`src/rtl/entrada_tempo.sv`:
```
// Keypad time-entry and timer-load controller: collects MM:SS digits in a BCD
// buffer, validates on start, and drives load/enable of the down-counter chain.
module entrada_tempo (
    input  logic        clk,
    input  logic        clr,
    input  logic [9:0]  keypad,
    input  logic        start,
    input  logic        cancel,
    input  logic        door_closed,
    input  logic        timer_zero,
    output logic [15:0] data,
    output logic        loadn,
    output logic        en,
    output logic [2:0]  digits,
    output logic        done,
    output logic        error
);

    typedef enum logic [1:0] {ENTRY, LOAD, RUNNING, CLEAR} state_t;

    state_t      state_reg;
    logic [9:0]  key_q_reg;
    logic [15:0] data_reg;
    logic        loadn_reg;
    logic        en_reg;
    logic [2:0]  digits_reg;
    logic        done_reg;
    logic        error_reg;

    logic [3:0]  key_terms [10];
    logic [3:0]  key_code;
    logic        key_onehot;
    logic        key_hit;
    logic        sec_tens_bad;

    // Each held key contributes its own index; only meaningful when one-hot.
    generate
        for (genvar gi = 0; gi < 10; gi++) begin : g_key_enc
            assign key_terms[gi] = keypad[gi] ? 4'(gi) : 4'd0;
        end
    endgenerate

    always_comb begin
        key_code = 4'd0;
        for (int i = 0; i < 10; i++) begin
            key_code = key_code | key_terms[i];
        end
    end

    assign key_onehot   = (keypad != 10'd0) && ((keypad & (keypad - 10'd1)) == 10'd0);
    assign key_hit      = key_onehot && (key_q_reg == 10'd0);
    assign sec_tens_bad = data_reg[7:4] > 4'd5;

    always_ff @(posedge clk or posedge clr) begin
        if (clr) begin
            state_reg  <= ENTRY;
            key_q_reg  <= 10'd0;
            data_reg   <= 16'd0;
            loadn_reg  <= 1'b1;
            en_reg     <= 1'b0;
            digits_reg <= 3'd0;
            done_reg   <= 1'b0;
            error_reg  <= 1'b0;
        end else begin
            key_q_reg <= keypad;
            done_reg  <= 1'b0;
            error_reg <= 1'b0;
            case (state_reg)
                ENTRY: begin
                    loadn_reg <= 1'b1;
                    en_reg    <= 1'b0;
                    if (cancel) begin
                        data_reg   <= 16'd0;
                        digits_reg <= 3'd0;
                    end else if (start) begin
                        // An empty buffer or open door makes start a no-op.
                        if (door_closed && (data_reg != 16'd0)) begin
                            if (sec_tens_bad) begin
                                error_reg <= 1'b1;
                            end else begin
                                state_reg <= LOAD;
                                loadn_reg <= 1'b0;
                            end
                        end
                    end else if (key_hit && (digits_reg < 3'd4)) begin
                        data_reg   <= {data_reg[11:0], key_code};
                        digits_reg <= digits_reg + 3'd1;
                    end
                end
                LOAD: begin
                    state_reg <= RUNNING;
                    loadn_reg <= 1'b1;
                    en_reg    <= door_closed;
                end
                RUNNING: begin
                    if (cancel) begin
                        state_reg  <= CLEAR;
                        data_reg   <= 16'd0;
                        digits_reg <= 3'd0;
                        loadn_reg  <= 1'b0;
                        en_reg     <= 1'b0;
                    end else if (timer_zero) begin
                        state_reg  <= ENTRY;
                        data_reg   <= 16'd0;
                        digits_reg <= 3'd0;
                        done_reg   <= 1'b1;
                        en_reg     <= 1'b0;
                    end else begin
                        en_reg <= door_closed;
                    end
                end
                CLEAR: begin
                    state_reg <= ENTRY;
                    loadn_reg <= 1'b1;
                    en_reg    <= 1'b0;
                end
                default: begin
                    state_reg <= ENTRY;
                    loadn_reg <= 1'b1;
                    en_reg    <= 1'b0;
                end
            endcase
        end
    end

    assign data   = data_reg;
    assign loadn  = loadn_reg;
    assign en     = en_reg;
    assign digits = digits_reg;
    assign done   = done_reg;
    assign error  = error_reg;

endmodule

```
`config.mk`:
```
export PLATFORM = sky130hd
export DESIGN_NAME = entrada_tempo
export DESIGN_NICKNAME = d
export VERILOG_FILES = /design/src/rtl/entrada_tempo.sv
export SDC_FILE = /design/constraint.sdc
export NUM_CORES = 1
export LEC_CHECK = 0
export CORE_MARGIN = 2
export CORE_UTILIZATION = 37
export DETAILED_ROUTE_END_ITERATION = 6
export GPL_TIMING_DRIVEN = 0
export HOLD_SLACK_MARGIN = 0.12
export SETUP_SLACK_MARGIN = 0.4
export SLEW_MARGIN = 5
export SYNTH_ARGS = -nofsm -noshare
export SYNTH_HDL_FRONTEND = slang
export SYNTH_SLANG_ARGS = --single-unit
export TNS_END_PERCENT = 10
```
`constraint.sdc`:
```
create_clock -name clk -period 4.2 [get_ports clk]
set_input_delay 1.05 -clock clk [delete_from_list [all_inputs] [get_ports clk]]
set_output_delay 1.05 -clock clk [all_outputs]
set_load 0.02 [all_outputs]
```
==> impl_metrics.py <==
metrics = {
    "floorplan": {
        "dieArea_sq_um": 4580,
        "die_w_microns": 67.68,
        "ioPinCount": 39,
        "start_util": 0.3805,
        "rows": 23,
        "die_y_microns": 67.68,
        "coreArea_sq_um": 3943,
    },
    "setup_path": {
        "cp_cell_sequence": "clkdlybuf4s50_1 -> or4_4 -> o211ai_2 -> o31ai_1 -> o211a_1 -> o31ai_4 -> mux2_4",
        "rrSetupSlack_ns": 2.38,
        "slowest_delay_ns": 0.58,
        "critPathCaptureType": "flop",
        "r2r-end": "data[3]",
        "critical_path_class": "in -> reg",
        "arrival_ns": 3.42,
        "cp.required_ns": 4.37,
        "reg2regPathDepth": 7,
        "r2r_start": "key_q_reg[0]",
        "cp-start-kind": "input port",
        "crit_fanout": 10,
        "critPathSlowestCell": "or4_4",
    },
    "finish": {
        "final_layout_size_suffix_gt1_frac": 0.1646,
        "fin_nets": 180,
        "insertedDiodeCount": 0,
        "largest_reg_flops": 16,
        "syn_to_final_growth_pct": 35.53,
    },
    "clocking": {
        "post_cts_resized": 0,
        "htreeDepth": 2,
        "path_clk_slew_ns": 0.07,
        "clock-sinks": 35,
        "cts_tree": "done",
        "cts_max_path_buffers": 2,
        "clockRootBuffer": "clkbuf_8",
        "clk_latency_ns": 0.28,
        "post_cts_buffers": 0,
        "hold_buffers": 0,
        "cts_buffers": 5,
    },
    "drt": {
        "wl_microns": 3218,
        "route.detailed.drc": 0,
        "viasPerCell": 5.350,
        "vias": 1145,
        "drt_iter0_drc": 59,
        "ant_nets": 0,
        "drt-pass1-iter-count": 4,
        "wire_per_inst_microns": 15.04,
    },
    "synthesis": {
        "ys_warn_count": 0,
        "synth-xor-area-share": 0,
        "synthMuxAreaShare": 0.03420,
        "syn_avg_cell_area_sq_um": 12.61,
        "synth_top_family_by_area": "compound AO/OA/AOI/OAI gates",
        "synth.cell_area_sq_um": 1500,
        "ys_ff_latch": 35,
        "yosysSeqAreaShare": 0.5847,
        "yosysTopAreaCell": "dfrtp_1",
        "synth_area_leaders": "dfrtp_1 57%, a22o_1 5.8%, nor4_1 4.2%, a22o_2 4.0%, mux2_4 2.0%",
        "yosys.cell_types.count": 39,
        "synth.top_cell.area_share": 0.5671,
        "yosys.area_share.adder": 0.01501,
        "syn_nets": 136,
        "netlist_instances": 119,
        "synth_compound_area_frac": 0.1785,
        "synth-simple-area-share": 0.1435,
    },
    "global_routing": {
        "grt_max_degree": 36,
        "antenna_found_initial": 0,
        "grt_pass1_wl_microns": 5478,
        "grt_pass1_vias": 1135,
        "grt-ovfl-total": 0,
        "grt_use_total": 0.1653,
    },
    "power_and_ir_drop": {
        "netSwitchingFraction": 0.2851,
        "fin_total_pwr_uw": 847.3,
        "powerDensity_nw_per_um2": 416.7,
        "p_int_uw": 605.7,
        "p_leak_nw": 0.8972,
        "seq_power_share": 0.458,
        "combPwrFrac": 0.235,
        "power_switching_uw": 241.6,
        "clockPowerShare": 0.307,
        "max-vdd-ir-drop_uv": 213.7,
    },
    "sta": {
        "fmax_ghz": 0.3075,
        "worst_pin_slew_ns": 0.7168,
        "rsz0062_at_grt": "no",
        "setup_viol": 0,
        "tns_ns": 0,
        "fin_crit_sh": 0.7742,
        "slew_headroom": 0.5215,
        "finalHoldViolCount": 0,
        "fin_worst_skew_ns": 0.006148,
        "period_minus_slack_ns": 3.252,
        "final_max_slew_viol_count": 0,
    },
    "placed_design": {
        "hpwlAfterDp_microns": 2414,
        "gp_congestion": 0.7706,
        "numPortBuffers": 37,
    },
    "hold_path": {
        "min-delay-start": "data[12]",
        "hold_path_depth": 1,
        "hold_end": "data[12]",
        "hold_class": "reg -> reg",
    },
    "run": {
        "maxCapViolCount": 0,
    },
    "run_status": {
        "status": "completed",
    },
}
[how the worst max path moves through the flow]
stage,startpoint,to,slack [ns]
floorplan,keypad[2],data[1],1.31
global placement,keypad[9],data[10],0.65
detailed placement,keypad[3],data[1],0.63
CTS,keypad[9],data[3],0.94
global route,keypad[3],data[1],0.82
finish,keypad[3],data[1],0.95
[cell type report]
type | count | area [sq um]
well taps | 50 | 62.56
plain buffers | 5 | 47.55
repair buffers | 37 | 370.4
fillers | 347 | 1909
multi-input cells | 74 | 556.8
clock buffers | 8 | 100.1
flip-flops and latches | 35 | 877.1
inverters | 5 | 18.77
[kinds of logic (layout without fill, tap and decap cells)]
kind of cell | after synthesis | after routing
fa+ha+maj | 2 | 2
compound gates | 30 | 30
mux | 4 | 4
buf+inv | 10 | 55
simple gates | 38 | 38
flops | 35 | 35
[synth_stat cells]
library cell,count
nor2_1,6
a211oi_1,1
o211a_1,1
dfstp_2,1
nand4_1,2
mux2_2,1
buf_6,2
a22oi_1,1
nand2_1,5
o21ai_0,2
or4_4,1
mux2_4,2
inv_1,5
or3_2,1
a22o_1,10
maj3_1,1
a22o_2,6
a31oi_1,1
buf_8,1
o211ai_2,1
mux2i_1,1
a311o_1,1
or3b_1,1
nand3_1,1
dfrtp_1,34
ha_1,1
a21boi_0,1
nor4_1,10
a2111oi_1,1
and3_1,2
o31ai_4,1
and2_1,1
nor3_1,4
nand2b_1,2
nor4b_1,1
a21oi_1,2
or2_1,1
o31ai_1,1
buf_2,2
[power by group through the flow]
stage	sequential (mW)	clock (mW)	combinational, mW
4_1_cts	0.388	0.271	0.202
5_1_grt	0.391	0.289	0.220
2_1_floorplan	0.404	0	0.118
6_report	0.388	0.260	0.199
3_3_place_gp	0.393	0	0.199
3_5_place_dp	0.394	0	0.201
[per-layer routing]
| metal | vias up | track usage | wire length, microns |
|---|---|---|---|
| li1 | 545 | - | - |
| met1 | 551 | 0.2142 | 1463 |
| met2 | 43 | 0.2512 | 1492 |
| met3 | 6 | 0.05167 | 207 |
| met4 | 0 | 0.07653 | 54 |
| met5 | - | 0 | 0 |
[layout by cell type, fill, tap and decap left out, types with 4 or more instances in the layout]
master            n
a22o_1           10
a22o_2            6
clkbuf_8          7
clkdlybuf4s50_1  37
dfrtp_1          34
inv_1             4
nand2_1           5
nor2_1            6
nor3_1            4
nor4_1           10
[critical path, delay by kind of cell]
kind                   cells  cell delay, ns
buffers and inverters      1            0.50
AND/OR/NAND/NOR            1            0.58
AO/OA/AOI/OAI              4            0.96
multiplexers               1            0.34
[through the flow]
| stage | hold slack, ns | cell area, sq um | setup WS [ns] | utilization | instances |
|---|---|---|---|---|---|
| 2_1_floorplan | 0.5232 | 1500 | 1.315 | - | 119 |
| 3_3_place_gp | 0.5135 | 1933 | 0.6536 | 0.4903 | 206 |
| 3_5_place_dp | 0.5233 | 1933 | 0.6270 | 0.4903 | 206 |
| 4_1_cts | 0.5383 | 2033 | 0.9361 | 0.5157 | 214 |
| 5_1_grt | 0.5488 | 2033 | 0.8178 | 0.5157 | 214 |
| 6_report | 0.5397 | 2033 | 0.9485 | 0.5157 | 214 |
Power figures use the tool's default switching activity.
